File: config.mk
export PLATFORM = sky130hd
export DESIGN_NAME = mdt_update_scheduler_flat
export DESIGN_NICKNAME = d
export VERILOG_FILES = /design/src/rtl/mdt_update_scheduler_if.sv /design/src/rtl/mdt_update_scheduler.sv /design/src/flat_wrapper.sv
export SDC_FILE = /design/constraint.sdc
export NUM_CORES = 1
export LEC_CHECK = 0
export CAP_MARGIN = 20
export CORE_UTILIZATION = 45
export CTS_BUF_LIST = sky130_fd_sc_hd__clkbuf_2 sky130_fd_sc_hd__clkbuf_4 sky130_fd_sc_hd__clkbuf_8
export CTS_CLUSTER_SIZE = 14
export DETAILED_ROUTE_END_ITERATION = 7
export HOLD_SLACK_MARGIN = 0.03
export PLACE_DENSITY = 0.61
export RECOVER_POWER = 25
export REMOVE_ABC_BUFFERS = 1
export SYNTH_ARGS = -nofsm -noshare
export SYNTH_HDL_FRONTEND = slang
export SYNTH_SLANG_ARGS = --single-unit
File: constraint.sdc
create_clock -name clk -period 7.25 [get_ports clk]
set_input_delay 1.45 -clock clk [delete_from_list [all_inputs] [get_ports clk]]
set_output_delay 1.45 -clock clk [all_outputs]
set_load 0.01 [all_outputs]
File: src/rtl/mdt_update_scheduler_if.sv
// rtl/mdt_update_scheduler_if.sv - training request and MDT write port bundle for mdt_update_scheduler
interface mdt_update_scheduler_if #(
  parameter int INDEX_WIDTH = 10,
  parameter int REQ_NUM     = 2
);
  logic [REQ_NUM-1:0]             reqValid;
  logic [REQ_NUM*INDEX_WIDTH-1:0] reqIndex;
  logic                           clearReq;
  logic                           mdtWE;
  logic [INDEX_WIDTH-1:0]         mdtWA;
  logic                           mdtWV;
  logic                           busy;
  logic [7:0]                     dropCount;

  modport master (
    output reqValid, reqIndex, clearReq,
    input  mdtWE, mdtWA, mdtWV, busy, dropCount
  );

  modport slave (
    input  reqValid, reqIndex, clearReq,
    output mdtWE, mdtWA, mdtWV, busy, dropCount
  );
endinterface

File: src/rtl/mdt_update_scheduler.sv
// rtl/mdt_update_scheduler.sv - single MDT write port: training FIFO drain plus init/clear sweeps
// An empty FIFO in RUN forwards the first new request straight to the write port.
module mdt_update_scheduler #(
  parameter int ENTRY_NUM      = 1024,
  parameter int INDEX_WIDTH    = 10,
  parameter int REQ_NUM        = 2,
  parameter int QUEUE_DEPTH    = 4,
  parameter int CLEAR_INTERVAL = 65536
) (
  input  logic                  clk,
  input  logic                  rst,
  mdt_update_scheduler_if.slave bus
);

  localparam int PTR_W  = (QUEUE_DEPTH > 1) ? $clog2(QUEUE_DEPTH) : 1;
  localparam int CNT_W  = $clog2(QUEUE_DEPTH) + 1;
  localparam int ICNT_W = (CLEAR_INTERVAL > 1) ? $clog2(CLEAR_INTERVAL) : 1;
  localparam logic [ICNT_W-1:0]      INTV_LAST  = ICNT_W'((CLEAR_INTERVAL > 0) ? CLEAR_INTERVAL - 1 : 0);
  localparam logic [INDEX_WIDTH-1:0] SWEEP_LAST = INDEX_WIDTH'(ENTRY_NUM - 1);
  localparam logic [CNT_W-1:0]       DEPTH_C    = CNT_W'(QUEUE_DEPTH);
  localparam bit                     AUTO_CLR   = (CLEAR_INTERVAL != 0);

  typedef enum logic [1:0] {S_INIT, S_RUN, S_CLEAR} state_t;

  state_t                 state_q, state_d;
  logic [INDEX_WIDTH-1:0] sweep_idx_q, sweep_idx_d;
  logic [PTR_W-1:0]       head_q, head_d, tail_q, tail_d;
  logic [CNT_W-1:0]       count_q, count_d;
  logic [INDEX_WIDTH-1:0] mem_q [QUEUE_DEPTH];
  logic [INDEX_WIDTH-1:0] mem_d [QUEUE_DEPTH];
  logic [ICNT_W-1:0]      intv_q, intv_d;
  logic                   mdt_we_q, mdt_we_d;
  logic [INDEX_WIDTH-1:0] mdt_wa_q, mdt_wa_d;
  logic                   mdt_wv_q, mdt_wv_d;
  logic                   busy_q, busy_d;
  logic [7:0]             drop_q, drop_d;

  logic [INDEX_WIDTH-1:0] req_idx [REQ_NUM];
  logic [CNT_W-1:0]       n_enq;
  logic [INDEX_WIDTH-1:0] first_new;
  logic                   dup;
  logic                   trig;
  logic                   pop;

  always_comb begin
    for (int i = 0; i < REQ_NUM; i++) begin
      req_idx[i] = bus.reqIndex[i*INDEX_WIDTH +: INDEX_WIDTH];
    end
  end

  always_comb begin
    state_d     = state_q;
    sweep_idx_d = sweep_idx_q;
    intv_d      = intv_q;
    mdt_we_d    = mdt_we_q;
    mdt_wa_d    = mdt_wa_q;
    mdt_wv_d    = mdt_wv_q;
    busy_d      = busy_q;
    drop_d      = drop_q;
    mem_d       = mem_q;
    n_enq       = '0;
    first_new   = '0;
    dup         = 1'b0;
    pop         = 1'b0;

    // Slot availability is judged against the registered count only.
    for (int i = 0; i < REQ_NUM; i++) begin
      dup = 1'b0;
      for (int j = 0; j < i; j++) begin
        if (bus.reqValid[j] && (req_idx[j] == req_idx[i])) dup = 1'b1;
      end
      if (bus.reqValid[i] && !dup) begin
        if ((count_q + n_enq) < DEPTH_C) begin
          mem_d[tail_q + n_enq[PTR_W-1:0]] = req_idx[i];
          if (n_enq == '0) first_new = req_idx[i];
          n_enq = n_enq + CNT_W'(1);
        end else if (drop_d != 8'hFF) begin
          drop_d = drop_d + 8'd1;
        end
      end
    end

    trig = (state_q == S_RUN) && (bus.clearReq || (AUTO_CLR && (intv_q == INTV_LAST)));

    if ((state_q != S_RUN) || trig) begin
      mdt_we_d = 1'b1;
      mdt_wa_d = sweep_idx_q;
      mdt_wv_d = 1'b0;
      if (sweep_idx_q == SWEEP_LAST) begin
        state_d     = S_RUN;
        sweep_idx_d = '0;
        busy_d      = 1'b0;
        intv_d      = '0;
      end else begin
        sweep_idx_d = sweep_idx_q + INDEX_WIDTH'(1);
        busy_d      = 1'b1;
        if (trig) state_d = S_CLEAR;
      end
    end else begin
      intv_d = intv_q + ICNT_W'(1);
      if ((count_q != '0) || (n_enq != '0)) begin
        pop      = 1'b1;
        mdt_we_d = 1'b1;
        mdt_wa_d = (count_q != '0) ? mem_q[head_q] : first_new;
        mdt_wv_d = 1'b1;
      end else begin
        mdt_we_d = 1'b0;
      end
    end

    head_d  = head_q + PTR_W'(pop);
    tail_d  = tail_q + n_enq[PTR_W-1:0];
    count_d = count_q + n_enq - CNT_W'(pop);
  end

  always_ff @(posedge clk or negedge rst) begin
    if (!rst) begin
      state_q     <= S_INIT;
      sweep_idx_q <= '0;
      head_q      <= '0;
      tail_q      <= '0;
      count_q     <= '0;
      intv_q      <= '0;
      mdt_we_q    <= 1'b0;
      mdt_wa_q    <= '0;
      mdt_wv_q    <= 1'b0;
      busy_q      <= 1'b1;
      drop_q      <= '0;
      for (int k = 0; k < QUEUE_DEPTH; k++) mem_q[k] <= '0;
    end else begin
      state_q     <= state_d;
      sweep_idx_q <= sweep_idx_d;
      head_q      <= head_d;
      tail_q      <= tail_d;
      count_q     <= count_d;
      intv_q      <= intv_d;
      mdt_we_q    <= mdt_we_d;
      mdt_wa_q    <= mdt_wa_d;
      mdt_wv_q    <= mdt_wv_d;
      busy_q      <= busy_d;
      drop_q      <= drop_d;
      mem_q       <= mem_d;
    end
  end

  assign bus.mdtWE     = mdt_we_q;
  assign bus.mdtWA     = mdt_wa_q;
  assign bus.mdtWV     = mdt_wv_q;
  assign bus.busy      = busy_q;
  assign bus.dropCount = drop_q;

endmodule
File: src/flat_wrapper.sv
// flat-port wrapper written by rule: the top's interface ports become plain ports
module mdt_update_scheduler_flat 
#(
  parameter int ENTRY_NUM      = 1024,
  parameter int INDEX_WIDTH    = 10,
  parameter int REQ_NUM        = 2,
  parameter int QUEUE_DEPTH    = 4,
  parameter int CLEAR_INTERVAL = 65536
)
  (clk, rst, bus_reqValid, bus_reqIndex, bus_clearReq, bus_mdtWE, bus_mdtWA, bus_mdtWV, bus_busy, bus_dropCount);
  mdt_update_scheduler_if #(.INDEX_WIDTH(INDEX_WIDTH), .REQ_NUM(REQ_NUM)) bus_i ();
  input  logic clk;
  input  logic rst;
  input wire logic [$bits(bus_i.reqValid)-1:0] bus_reqValid;
  input wire logic [$bits(bus_i.reqIndex)-1:0] bus_reqIndex;
  input wire logic [$bits(bus_i.clearReq)-1:0] bus_clearReq;
  output wire logic [$bits(bus_i.mdtWE)-1:0] bus_mdtWE;
  output wire logic [$bits(bus_i.mdtWA)-1:0] bus_mdtWA;
  output wire logic [$bits(bus_i.mdtWV)-1:0] bus_mdtWV;
  output wire logic [$bits(bus_i.busy)-1:0] bus_busy;
  output wire logic [$bits(bus_i.dropCount)-1:0] bus_dropCount;
  assign bus_i.reqValid = bus_reqValid;
  assign bus_i.reqIndex = bus_reqIndex;
  assign bus_i.clearReq = bus_clearReq;
  assign bus_mdtWE = bus_i.mdtWE;
  assign bus_mdtWA = bus_i.mdtWA;
  assign bus_mdtWV = bus_i.mdtWV;
  assign bus_busy = bus_i.busy;
  assign bus_dropCount = bus_i.dropCount;
  mdt_update_scheduler #(.ENTRY_NUM(ENTRY_NUM), .INDEX_WIDTH(INDEX_WIDTH), .REQ_NUM(REQ_NUM), .QUEUE_DEPTH(QUEUE_DEPTH), .CLEAR_INTERVAL(CLEAR_INTERVAL)) u_core (.clk(clk), .rst(rst), .bus(bus_i));
endmodule
# Word-level counts from Yosys, hierarchy flattened
# Cells that the tools add are included.
[classes] bitwise=3 div_mod_pow=0 shifts=0 mux=43 n_reduce_logical=15 mul=0 order_cmp=7 add_sub_neg=11 eq_ne=8
[ops] op="two-way mux 40 bit" count=4
[ops] op="two-way mux 10 bit" count=13
[ops] op="bitwise mux 40 bit" count=2
[ops] op="two-way mux 8 bit" count=6
[ops] op="demux 10 bit (select 2 bit)" count=2
[ops] op="two-way mux 16 bit" count=2
[ops] op="binary-select mux 10 bit (select 2 bit)" count=1
[ops] op="adder 16 x 1 -> 16 bit (second input constant)" count=1
[ops] op="adder 8 x 1 -> 8 bit (second input constant)" count=2
[ops] op="equality test 16 bit (second input constant)" count=1
[ops] op="inequality test 8 bit (second input constant)" count=2
[ops] op="adder 10 x 1 -> 10 bit (second input constant)" count=1
[ops] op="equality test 10 bit" count=1
[ops] op="equality test 10 bit (second input constant)" count=1
[ops] op="greater-or-equal comparator 3 bit (second input constant)" count=3
[ops] op="two-way mux 1 bit" count=9
[ops] op="inverter 2 -> 3 bit" count=3
[ops] op="< comparator 3 x 1 -> 1 bit (second input constant)" count=2
[ops] op="< comparator 3 bit (second input constant)" count=2
[ops] op="two-way mux 3 bit" count=2
[ops] op="nonzero test 3 bit" count=2
[ops] op="logical AND 1 bit" count=5
[ops] op="adder 2 x 1 -> 2 bit" count=2
[ops] op="two-way mux 2 bit" count=2
[ops] op="other kinds (13)" count=16
[word_totals] reg_bits=96 latchBits=0 input_bits=25 out_inout_bits=21 elab_cells=102 n_memories=0 ramBits=0 rom_bits=0

# Logic depth before layout (Yosys ltp)
# Gate-level depths: netlist (run 1).
[logic_depth] word_depth=12 ltp_mapped=14 mapped_depth_nobuf=12

# Worst setup path after synthesis (run 1)
# No wires, ideal clock.
[synth_path] kind="input to register" startpoint="input bus_reqValid[0]" endpoint="register u_core.count_q[2]" arrival_ns=3.973 setup_time_ns=0.123 setup_slack_ns=3.154 cell_stages=14 required_ns=7.127 path_buffers=2 path_cell_list="clkbuf_1 a31o_2 inv_1 ha_1 or2_2 o311ai_1 o211ai_1 buf_2 nand3b_1 nand2_1 ha_1 fa_1 xnor2_1 xnor2_1"
[synth_via] elab_chain_cells=10 elab_cells_between_ends=16 classes_between="add/sub (4); order compare (1); mux (6); reduce/logical (5)"
[synth_rtl] item="start, declared" line="flat_wrapper.sv:14" source="input wire logic [$bits(bus_i.reqValid)-1:0] bus_reqValid;"
[synth_rtl] item="two-way mux 1 bit / logical AND 1 bit (equally long branches)" line="mdt_update_scheduler.sv:72, mdt_update_scheduler.sv:70"
[synth_rtl] item="adder 3 x 1 -> 3 bit / two-way mux 1 bit (equally long branches)" line="mdt_update_scheduler.sv:73, mdt_update_scheduler.sv:70"
[synth_rtl] item="< comparator 3 bit / zero test 1 bit (equally long branches)" line="mdt_update_scheduler.sv:73, mdt_update_scheduler.sv:72"
[synth_rtl] item="two-way mux 3 bit / logical AND 1 bit (equally long branches)" line="mdt_update_scheduler.sv:73, mdt_update_scheduler.sv:72"
[synth_rtl] item="two-way mux 3 bit *" line="mdt_update_scheduler.sv:72" source="if (bus.reqValid[i] && !dup) begin"
[synth_rtl] item="nonzero test 3 bit" line="mdt_update_scheduler.sv:101" source="if ((count_q != '0) || (n_enq != '0)) begin"
[synth_rtl] item="logical OR 1 bit" line="mdt_update_scheduler.sv:101"
[synth_rtl] item="two-way mux 1 bit" line="mdt_update_scheduler.sv:101"
[synth_rtl] item="two-way mux 1 bit" line="mdt_update_scheduler.sv:85" source="if ((state_q != S_RUN) || trig) begin"
[synth_rtl] item="subtractor 3 x 1 -> 3 bit *" line="mdt_update_scheduler.sv:113" source="count_d = count_q + n_enq - CNT_W'(pop);"
[synth_rtl] item="net u_core.count_d[2]" line="mdt_update_scheduler.sv:28" source="logic [CNT_W-1:0] count_q, count_d;"
[synth_rtl] item="end signal, assigned" line="mdt_update_scheduler.sv:135" source="count_q <= count_d;"
[synth_rtl] item="end, declared" line="mdt_update_scheduler.sv:28"
# Mark *: on every way through the listed nets, which the timed path passes. The rest lies on a longest branch.
# A chain may end at the register's enable or synchronous reset.

# Worst setup path after layout (run 1)
# Same ends and word-level chain as after synthesis.

==> summary.md, run 1 <==
| Metric | Value |
|---|---|
| FF-to-FF End | `u_core.bus.dropCount[1]` |
| Psw | `0.745 mW` |
| Hold Path End | `u_core.intv_q[15]` |
| Die H | `114 um` |
| Min Tclk post-route | `4830 ps` |
| Worst-case headroom to the max-slew limit | `-0.307%` |
| Worst path bufs/invs | `2` |
| DR WL met3 | `385 um` |
| Post-synth cell types | `64` |
| Fin cells | `790` |
| Core Area | `12,100 sq um` |
| Largest net degree at the start of global routing | `70` |
| Max Transition Viols Final | `28` |
| Via count | `approximately 4.5k` |
| Worst Path Max Fanout | `27` |
| #FFs+latches synth | `96` |
| Fin. Hold Viols | `0` |
| Final RePlAce weighted congestion | `between 0.8 and 0.9` |
| Total grt overflow | `0` |
| Setup crit end kind | `flop` |
| Syn avg cell area | `9.49 sq um` |
| Initial Util | `46.4%` |
| Worst-path clk slew | `100 ps` |
| Worst Skew | `21.5 ps` |
| R2R Path Start | `u_core.bus.dropCount[0]` |
| FP Rows | `40` |
| Max_cap viols | `1` |
| Die area | `about 13,000 sq um` |
| Drt pass-1 iters | `5` |
| Seq/Total Area, Yosys | `42.9%` |
| Pre-CTS WS | `1550 ps` |
| Largest delay contributor family on the critical path | `buffers and inverters` |
| Highest metal used | `met4` |
| IO buf count | `45` |
| Post-Synth Simple-Gate Area | `18.1%` |
| Top_reg_cell synth | `dfrtp_1` |
| Worst path slowest cell | `clkdlybuf4s50_1` |
| Failing checks | `capacitance limit, slew limit` |
| Tcrit/Tclk final | `between 60% and 70%` |
| Asr flop ratio synth | `100%` |
| Internal power | `1.17 mW` |
| Sequential fraction of design power | `42.9%` |
| Post-DP HPWL | `9180 um` |
| Nets | `652` |
| Vias in the first global route | `4,405` |
| Hold_buf cts | `0` |
| Post-synthesis xor/xnor area fraction | `under 10%` |
| Mux cell area share after synthesis | `12.8%` |
| Layout cells sized above 1 | `between 8 and 9%` |
| Power density over the cells | `301 nW/um^2` |
| Core Util, Final | `52.9%` |
| Reg2reg path depth | `10` |
| CTS Buf Count | `9` |
| CTS sink cnt | `96` |
| Setup Buffers After CTS | `0` |
| Drc violations | `0` |
| Routed WL per cell | `17.2 um` |
| Critical-path cell list | `clkdlybuf4s50_1 -> nand2b_1 -> inv_1 -> ha_1 -> or2_2 -> o311ai_1 -> o211ai_1 -> nand3b_1 -> nand2_1 -> ha_1 -> fa_1 -> xnor2_1 -> xnor2_1` |
| Die X | `approximately 110 um` |
| Hold Path Stages | `1` |
| Fillers | `1,128` |
| Area grow syn2layout | `13.9%` |
| Complex-gate fraction of the synthesized area | `16.1%` |
| Critical path arrival | `approximately 5100 ps` |
| Final worst slack | `2420 ps` |
| WP data required | `about 7500 ps` |
| Post-CTS resize count | `0` |
| Longest Clk Path Bufs | `2` |
| Clock share of power | `between 15 and 20%` |
| Leak | `2.50 nW` |
| Initial DRC count | `222` |
| Gr usage total | `between 20% and 30%` |
| Initial antenna violation count | `0` |
| Final Setup Violations | `0` |
| # diodes | `0` |
| Setup Crit Path Kind | `in -> reg` |
| Total Neg Setup Slack | `0 ps` |
| Vias per cell | `5.73` |
| Met1 wire length | `approximately 6600 um` |
| Hold wc startpoint | `u_core.intv_q[15]` |
| Outcome | `finished with violations` |
| Reg2Reg Setup Slack | `4040 ps` |
| RSZ-0062 raised after global routing | `false` |
| Global-route wire length before repair | `roughly 23,000 um` |
| Post-Synth Adder-Cell Area | `2.37%` |
| Sw frac | `~39%` |
| Comb pwr share | `roughly 40%` |
| Fmax | `207 MHz` |
| WL met2 | `6320 um` |
| Worst vdd ir | `about 0.14 mV` |
| Total Wirelength | `13,600 um` |
| Synth warn | `0` |
| Mapped Cells | `590` |
| Io pins | `46` |
| Htree depth | `3` |
| Worst-margin pin slew | `1500 ps` |
| Main combinational cell family by area after synthesis | `simple AND/OR/NAND/NOR gates` |
| CP startpoint kind | `primary input` |
| DP Cell Count | `slightly below 800` |
| CTS tree | `yes` |
| Area of the mapped netlist | `5600 sq um` |
| EDFF count, synth | `0` |
| Root buffer cell | `clkbuf_8` |
| Worst skew pair latency | `380 ps` |
| Worst Hold Class | `reg -> reg` |
| Antenna viol nets, final | `0` |
| Max incr delay on CP | `between 1000 and 1500 ps` |
## metrics by stage
step           cell area (sq um)  hold slack, ps  total power [mW]
4_1_cts                     6380             487              1.93
3_5_place_dp                6200             473              1.60
5_1_grt                     6380             515              2.06
6_report                    6380             479              1.92
2_1_floorplan               5450             440              1.33
3_3_place_gp                6200             464              1.57
## cells in the final DEF, fill, tap and decap left out, types with 13 or more instances in the layout
cell	netlist	final
a21oi_1	27	27
a31oi_1	15	15
and3_1	13	13
clkdlybuf4s50_1	0	44
dfrtp_1	95	95
mux2i_1	46	46
nand2_1	71	71
nand3_1	29	29
nand4_1	14	14
nor2_1	46	46
o211ai_1	17	17
o21ai_0	50	50
xnor2_1	23	23
## final cells by class
class                           count  area [sq um]  area share [%]
Sequential cell                    96          2400            37.7
Clock buffer                       10           131            2.06
Multi-Input combinational cell    451          3060            48.0
Inverter                            5          18.8           0.294
Clock inverter                      6          45.0           0.706
Tap cell                          168           210            3.29
Timing Repair Buffer               54           512            8.02
## cell usage after synthesis (all sizes together), types with 3 or more instances
cell	count	area share (%)
inv	5	0.34
o21ai	51	4.6
mux4	10	4.0
nand3	29	2.6
xor2	7	1.1
nor4	4	0.45
ha	9	2.0
dfrtp	95	42
o31ai	8	1.1
nand2	72	5.0
nor3b	3	0.40
nand4	14	1.6
and2	4	0.47
buf	11	0.92
a31oi	15	1.7
o211ai	17	2.3
nand3b	3	0.40
clkbuf	27	1.8
nor3	7	0.71
mux2i	46	8.2
mux2	3	0.60
a21oi	27	2.4
o311ai	3	0.47
o31a	3	0.47
xnor2	23	3.6
and3	13	1.5
nor2	47	3.2
## power by group through the flow
stage / Sequential [mW] / Clock [mW] / Combinational, mW
finish: 0.823 / 0.329 / 0.767
global route: 0.845 / 0.359 / 0.854
CTS: 0.822 / 0.342 / 0.771
detailed placement: 0.831 / 0 / 0.771
global placement: 0.823 / 0 / 0.743
floorplan: 0.797 / 0 / 0.532
## routing by layer
layer	track usage, %	up-vias
met5	0	-
met4	9.21	0
met3	3.08	20
met2	35.4	83
met1	31.3	2210
li1	-	2215
## how the worst max path moves through the flow
stage / from / cells after the start / slack, ps / end
after floorplan: bus_clearReq / 7 / 2970 / u_core.count_q[2]
after global placement: bus_reqValid[0] / 13 / 1790 / u_core.count_q[2]
after detailed placement: bus_reqValid[0] / 13 / 1550 / u_core.count_q[2]
after CTS: bus_reqValid[0] / 13 / 1960 / u_core.count_q[2]
after global routing: bus_reqValid[0] / 13 / 2110 / u_core.count_q[2]
final: bus_reqValid[0] / 13 / 2420 / u_core.count_q[2]
## registers in the layout, summed over array words and instances (netlist names)
| signal | cells |
|---|---|
| u_core.bus.busy | 1 |
| u_core.bus.dropCount | 8 |
| u_core.bus.mdtWA | 10 |
| u_core.bus.mdtWE | 1 |
| u_core.bus.mdtWV | 1 |
| u_core.count_q | 3 |
| u_core.head_q | 2 |
| u_core.intv_q | 16 |
| u_core.mem_q | 40 |
| u_core.state_q | 2 |
| u_core.sweep_idx_q | 10 |
| u_core.tail_q | 2 |
## worst reg2reg max path, stage by stage (launching register included)
cell      delay (ps)
dfrtp_1          500
ha_1             440
nand3_1          220
o31a_1           360
mux2_2           300
ha_1             230
and3_1           180
a32oi_1          230
a211oi_2          90
nor2_1           190
mux2_1           340
## kinds of logic (layout without fill, tap and decap cells)
group / after synthesis / in the layout
simple gates: 208 / 208
buf+inv: 43 / 75
flops: 96 / 96
mux: 59 / 59
xor+xnor: 30 / 30
fa+ha+maj: 10 / 10
compound gates: 144 / 144
(Power assumes the default switching activity.)
==> run 2, diff against run 1 <==
==> constraint.sdc (replaced) <==
create_clock -name clk -period 4.9 [get_ports clk]
set_input_delay 0.98 -clock clk [delete_from_list [all_inputs] [get_ports clk]]
set_output_delay 0.98 -clock clk [all_outputs]
set_load 0.01 [all_outputs]
==> summary.md, run 2 (synthesized netlist as in run 1, its figures left out) <==
| Metric | Value |
|---|---|
| Io pins | `46` |
| Setup Crit Path Kind | `in -> reg` |
| Setup Buffers After CTS | `0` |
| Post-DP HPWL | `approximately 9200 um` |
| # diodes | `0` |
| Fin. Hold Viols | `0` |
| Multi-input gate area in the final layout | `3060 sq um` |
| Fin cells | `794` |
| Initial Util | `between 40% and 50%` |
| Routed WL per cell | `17.1 um` |
| Die area | `12,900 sq um` |
| Die X | `114 um` |
| Final worst slack | `1250 ps` |
| Root buffer cell | `clkbuf_8` |
| CTS tree | `yes` |
| Nets | `656` |
| Min Tclk post-route | `3650 ps` |
| Critical path arrival | `between 3000 and 4000 ps` |
| Gr usage total | `22.9%` |
| Via count | `about 4.6k` |
| Max FFs per register | `40` |
| Initial antenna violation count | `0` |
| Longest Clk Path Bufs | `2` |
| Vias per cell | `just under 6` |
| Leak | `2.58 nW` |
| WP data required | `approximately 5200 ps` |
| Power density over the cells | `468 nW/um^2` |
| Largest net degree at the start of global routing | `70` |
| Total Wirelength | `13,600 um` |
| Total Neg Setup Slack | `0 ps` |
| Total grt overflow | `0` |
| Fillers | `1,109` |
| Worst Hold Class | `reg -> reg` |
| DP Cell Count | `778` |
| Post-CTS resize count | `0` |
| Tot Pwr | `between 3 and 4 mW` |
| Max Transition Viols Final | `70` |
| Worst-path clk slew | `90 ps` |
| Initial DRC count | `351` |
| Layout cells sized above 1 | `a little under a tenth` |
| Pre-CTS WS | `873 ps` |
| Core Area | `12,100 sq um` |
| Max_cap viols | `1` |
| Max incr delay on CP | `630 ps` |
| Global-route wire length before repair | `23,000 um` |
| FF+latch area | `2400 sq um` |
| Outcome | `finished with violations` |
| Critical-path cell list | `clkdlybuf4s50_1 -> a31o_2 -> inv_1 -> ha_1 -> or2_2 -> o311ai_1 -> o211ai_1 -> nand3b_1 -> nand2_1 -> ha_1 -> fa_1 -> xnor2_1 -> xnor2_1` |
| Worst-margin pin slew | `around 1800 ps` |
| Worst-case headroom to the max-slew limit | `-20.1%` |
| Worst Path Max Fanout | `7` |
| IO buf count | `45` |
| Failing checks | `capacitance limit, slew limit` |
| Largest regs | `u_core.mem_q (40), u_core.intv_q (16)` |
| Antenna viol nets, final | `0` |
| Drc violations | `0` |
| CP startpoint kind | `primary input` |
| Leading cell type in the layout, fill and taps excluded | `dfrtp_1` |
| Dpl cell area | `6240 sq um` |
| Vias in the first global route | `between 4k and 5k` |
| Tcrit/Tclk final | `74.4%` |
| Worst Skew | `17.0 ps` |
| Final RePlAce weighted congestion | `roughly 0.86` |
| Largest register by flop count | `u_core.mem_q` |
| Commonest non-fill, non-tap cells in the layout | `dfrtp_1 (95), nand2_1 (71), o21ai_0 (50)` |
| Fmax | `~270 MHz` |
| RSZ-0062 raised after global routing | `false` |
| Worst Hold Slack | `479 ps` |
| Design area | `6510 sq um` |
| Hold_buf cts | `0` |
| CTS Buf Count | `9` |
| FP Rows | `40` |
| Setup crit end kind | `flop` |
| Drt pass-1 iters | `7` |
| Final Setup Violations | `0` |
| CTS sink cnt | `96` |
| Htree depth | `3` |
| Worst vdd ir | `0.302 mV` |
| Die H | `approximately 110 um` |
| Worst skew pair latency | `390 ps` |
| Core Util, Final | `54.0%` |
| Worst path slowest cell | `clkdlybuf4s50_1` |
| Area grow syn2layout | `16.2%` |
[run 2: routing by layer]
metal | up-vias | GRT usage [%] | wire length [um]
li1 | 2221 | - | -
met4 | 0 | 5.44 | 125
met2 | 119 | 38.3 | 6610
met3 | 13 | 5.37 | 741
met5 | - | 0 | 0
met1 | 2272 | 30.1 | 6100
[run 2: final cells by class]
| cell class | count | area share [%] |
|---|---|---|
| repair buffers | 58 | 8.34 |
| clock inverters | 5 | 1.96 |
| multi-input cells | 451 | 47.0 |
| inverters | 5 | 0.288 |
| flip-flops and latches | 96 | 36.9 |
| well taps | 168 | 3.23 |
| clock buffers | 11 | 2.23 |
[run 2: path summary, 6_finish.rpt]
kind	slack, ps	cells after the start	start	endpoint
setup / recovery	1250	13	bus_reqValid[0]	u_core.count_q[2]
hold / removal	480	1	u_core.intv_q[12]	u_core.intv_q[12]
setup reg to reg	1670	10	u_core.bus.dropCount[0]	u_core.bus.dropCount[1]
hold reg to reg	480	1	u_core.intv_q[12]	u_core.intv_q[12]
max in group asynchronous	2600	2	rst	u_core.bus.busy
min in group asynchronous	1070	1	rst	u_core.bus.dropCount[6]
[run 2: where the power goes]
group          total (mW)  switching, mW  internal [mW]
combinational        1.14          0.604          0.536
sequential           1.21          0.199           1.01
clock               0.696          0.286          0.410
[run 2: worst max-delay path: cells and delay by family]
family / cells / cell delay [ps]
xor gates and xnor gates: 2 / 280
adders and majority gates: 3 / 870
buffers and inverters: 2 / 720
AOI/OAI and AO/OA: 3 / 550
and+or+nand+nor: 3 / 520
==> run 3, diff against run 2 <==
==> constraint.sdc (replaced) <==
create_clock -name clk -period 3.4 [get_ports clk]
set_input_delay 0.68 -clock clk [delete_from_list [all_inputs] [get_ports clk]]
set_output_delay 0.68 -clock clk [all_outputs]
set_load 0.01 [all_outputs]
==> summary.md, run 3 (synthesized netlist as in run 1, its figures left out) <==
| Metric | Value |
|---|---|
| Total Neg Setup Slack | `0 ps` |
| Hold_buf cts | `0` |
| Core Area | `roughly 12,000 sq um` |
| Max_cap viols | `1` |
| Initial antenna violation count | `0` |
| Area grow syn2layout | `20.0%` |
| FP Rows | `40` |
| Reg2Reg Setup Slack | `slightly above 500 ps` |
| Worst path bufs/invs | `2` |
| Initial Util | `46.4%` |
| RSZ-0062 raised after global routing | `false` |
| Drc violations | `0` |
| Max incr delay on CP | `490 ps` |
| Total Wirelength | `14,200 um` |
| Final worst slack | `294 ps` |
| Hold Path End | `u_core.intv_q[15]` |
| Setup Buffers After CTS | `0` |
| Fmax | `322 MHz` |
| Drt pass-1 iters | `4` |
| Outcome | `finished with violations` |
| Gr usage total | `23.5%` |
| Fin cells | `831` |
| Initial DRC count | `around 240` |
| Setup crit end kind | `flop` |
| Fillers | `1,089` |
| Die area | `between 10,000 and 15,000 sq um` |
| Io pins | `46` |
| Root buffer cell | `clkbuf_8` |
| # diodes | `0` |
| Vias per cell | `between 5 and 6` |
| Antenna viol nets, final | `0` |
| Worst Hold Slack | `roughly 480 ps` |
| DP Cell Count | `around 800` |
| CTS sink cnt | `96` |
| Worst-case headroom to the max-slew limit | `-56.5%` |
| Tcrit/Tclk final | `about nine tenths` |
| Hold wc startpoint | `u_core.intv_q[15]` |
| Design area | `between 6000 and 7000 sq um` |
| Failing checks | `capacitance limit, slew limit` |
| Pre-CTS WS | `-79.9 ps` |
| Final RePlAce weighted congestion | `0.838` |
| Routed WL per cell | `~17 um` |
| Leading cell type in the layout, fill and taps excluded | `dfrtp_1` |
| Final Setup Violations | `0` |
| Worst-path clk slew | `90 ps` |
| Worst Path Max Fanout | `4` |
| Tot Pwr | `4.24 mW` |
| IO buf count | `45` |
| Largest delay contributor family on the critical path | `adder cells` |
| Die X | `114 um` |
| Core Util, Final | `a little under three fifths` |
| Post-CTS resize count | `0` |
| Power density over the cells | `631 nW/um^2` |
| Layout cells sized above 1 | `14.3%` |
| Post-DP HPWL | `9910 um` |
| Global-route wire length before repair | `23,600 um` |
| R2R Path Start | `u_core.bus.dropCount[0]` |
| Die H | `between 100 and 150 um` |
| Worst-margin pin slew | `approximately 2300 ps` |
| WP data required | `3710 ps` |
| CTS tree | `yes` |
| Worst Skew | `5.85 ps` |
| Critical-path cell list | `clkdlybuf4s50_1 -> a31o_2 -> inv_1 -> ha_1 -> or2_2 -> o311ai_1 -> o211ai_1 -> nand3b_1 -> nand2_1 -> ha_1 -> fa_1 -> xnor2_1 -> xnor2_1` |
| Reg2reg path depth | `11` |
| Fin. Hold Viols | `0` |
| Worst vdd ir | `0.489 mV` |
| Largest net degree at the start of global routing | `56` |
| Max FFs per register | `40` |
| Setup Crit Path Kind | `in -> reg` |
| Worst skew pair latency | `380 ps` |
| Largest regs | `u_core.mem_q (40), u_core.intv_q (16)` |
| Nets | `695` |
| Via count | `4,721` |
| Min Tclk post-route | `3110 ps` |
| Leak | `2.72 nW` |
| Commonest non-fill, non-tap cells in the layout | `dfrtp_1 (95), nand2_1 (71), buf_4 (51)` |
| CP startpoint kind | `primary input` |
| Vias in the first global route | `approximately 4.7k` |
| Critical path arrival | `3410 ps` |
| Worst path slowest cell | `clkdlybuf4s50_1` |
| Hold Path Stages | `1` |
| Longest Clk Path Bufs | `2` |
| CTS Buf Count | `9` |
| Dpl cell area | `6550 sq um` |
| Total grt overflow | `0` |
| Max Transition Viols Final | `42` |
| Worst Hold Class | `reg -> reg` |
| Htree depth | `3` |
| FF-to-FF End | `u_core.bus.dropCount[1]` |
| Largest register by flop count | `u_core.mem_q` |
[run 3: cell count changes in the layout (fill, tap and decap cells not counted), sizes merged]
cell    delta
buf       +39
clkbuf     -1
bufinv     -3
clkinv     +2
[run 3: cell type report]
class | instances | area, sq um | share of cell area, %
multi-input combinational | 451 | 3060 | 45.6
sequential | 96 | 2400 | 35.8
timing repair buffer | 97 | 847 | 12.6
tap | 168 | 210 | 3.13
clock buffer | 10 | 131 | 1.95
clock inverter | 4 | 47.5 | 0.708
inverter | 5 | 18.8 | 0.279
[run 3: how the worst max path moves through the flow]
stage | from | to | depth (start not counted)
floorplan | u_core.count_q[2] | u_core.count_q[2] | 8
global placement | bus_reqValid[0] | u_core.count_q[2] | 13
detailed placement | bus_reqValid[0] | u_core.count_q[2] | 13
CTS | bus_reqValid[0] | u_core.count_q[2] | 13
global route | bus_reqValid[0] | u_core.count_q[2] | 13
finish | bus_reqValid[0] | u_core.count_q[2] | 13
[run 3: layer usage]
metal	vias up	part of all wire (%)	GRT usage, %
li1	2298	-	-
met1	2331	47	31.9
met2	80	48	39.0
met3	12	3.1	4.73
met4	0	1.0	5.00
met5	-	0	0
[run 3: where the power goes]
group / switching (mW) / internal (mW) / total [mW]
sequential: 0.276 / 1.46 / 1.74
combinational: 0.910 / 0.864 / 1.77
clock: 0.393 / 0.338 / 0.731
total: 1.58 / 2.66 / 4.24
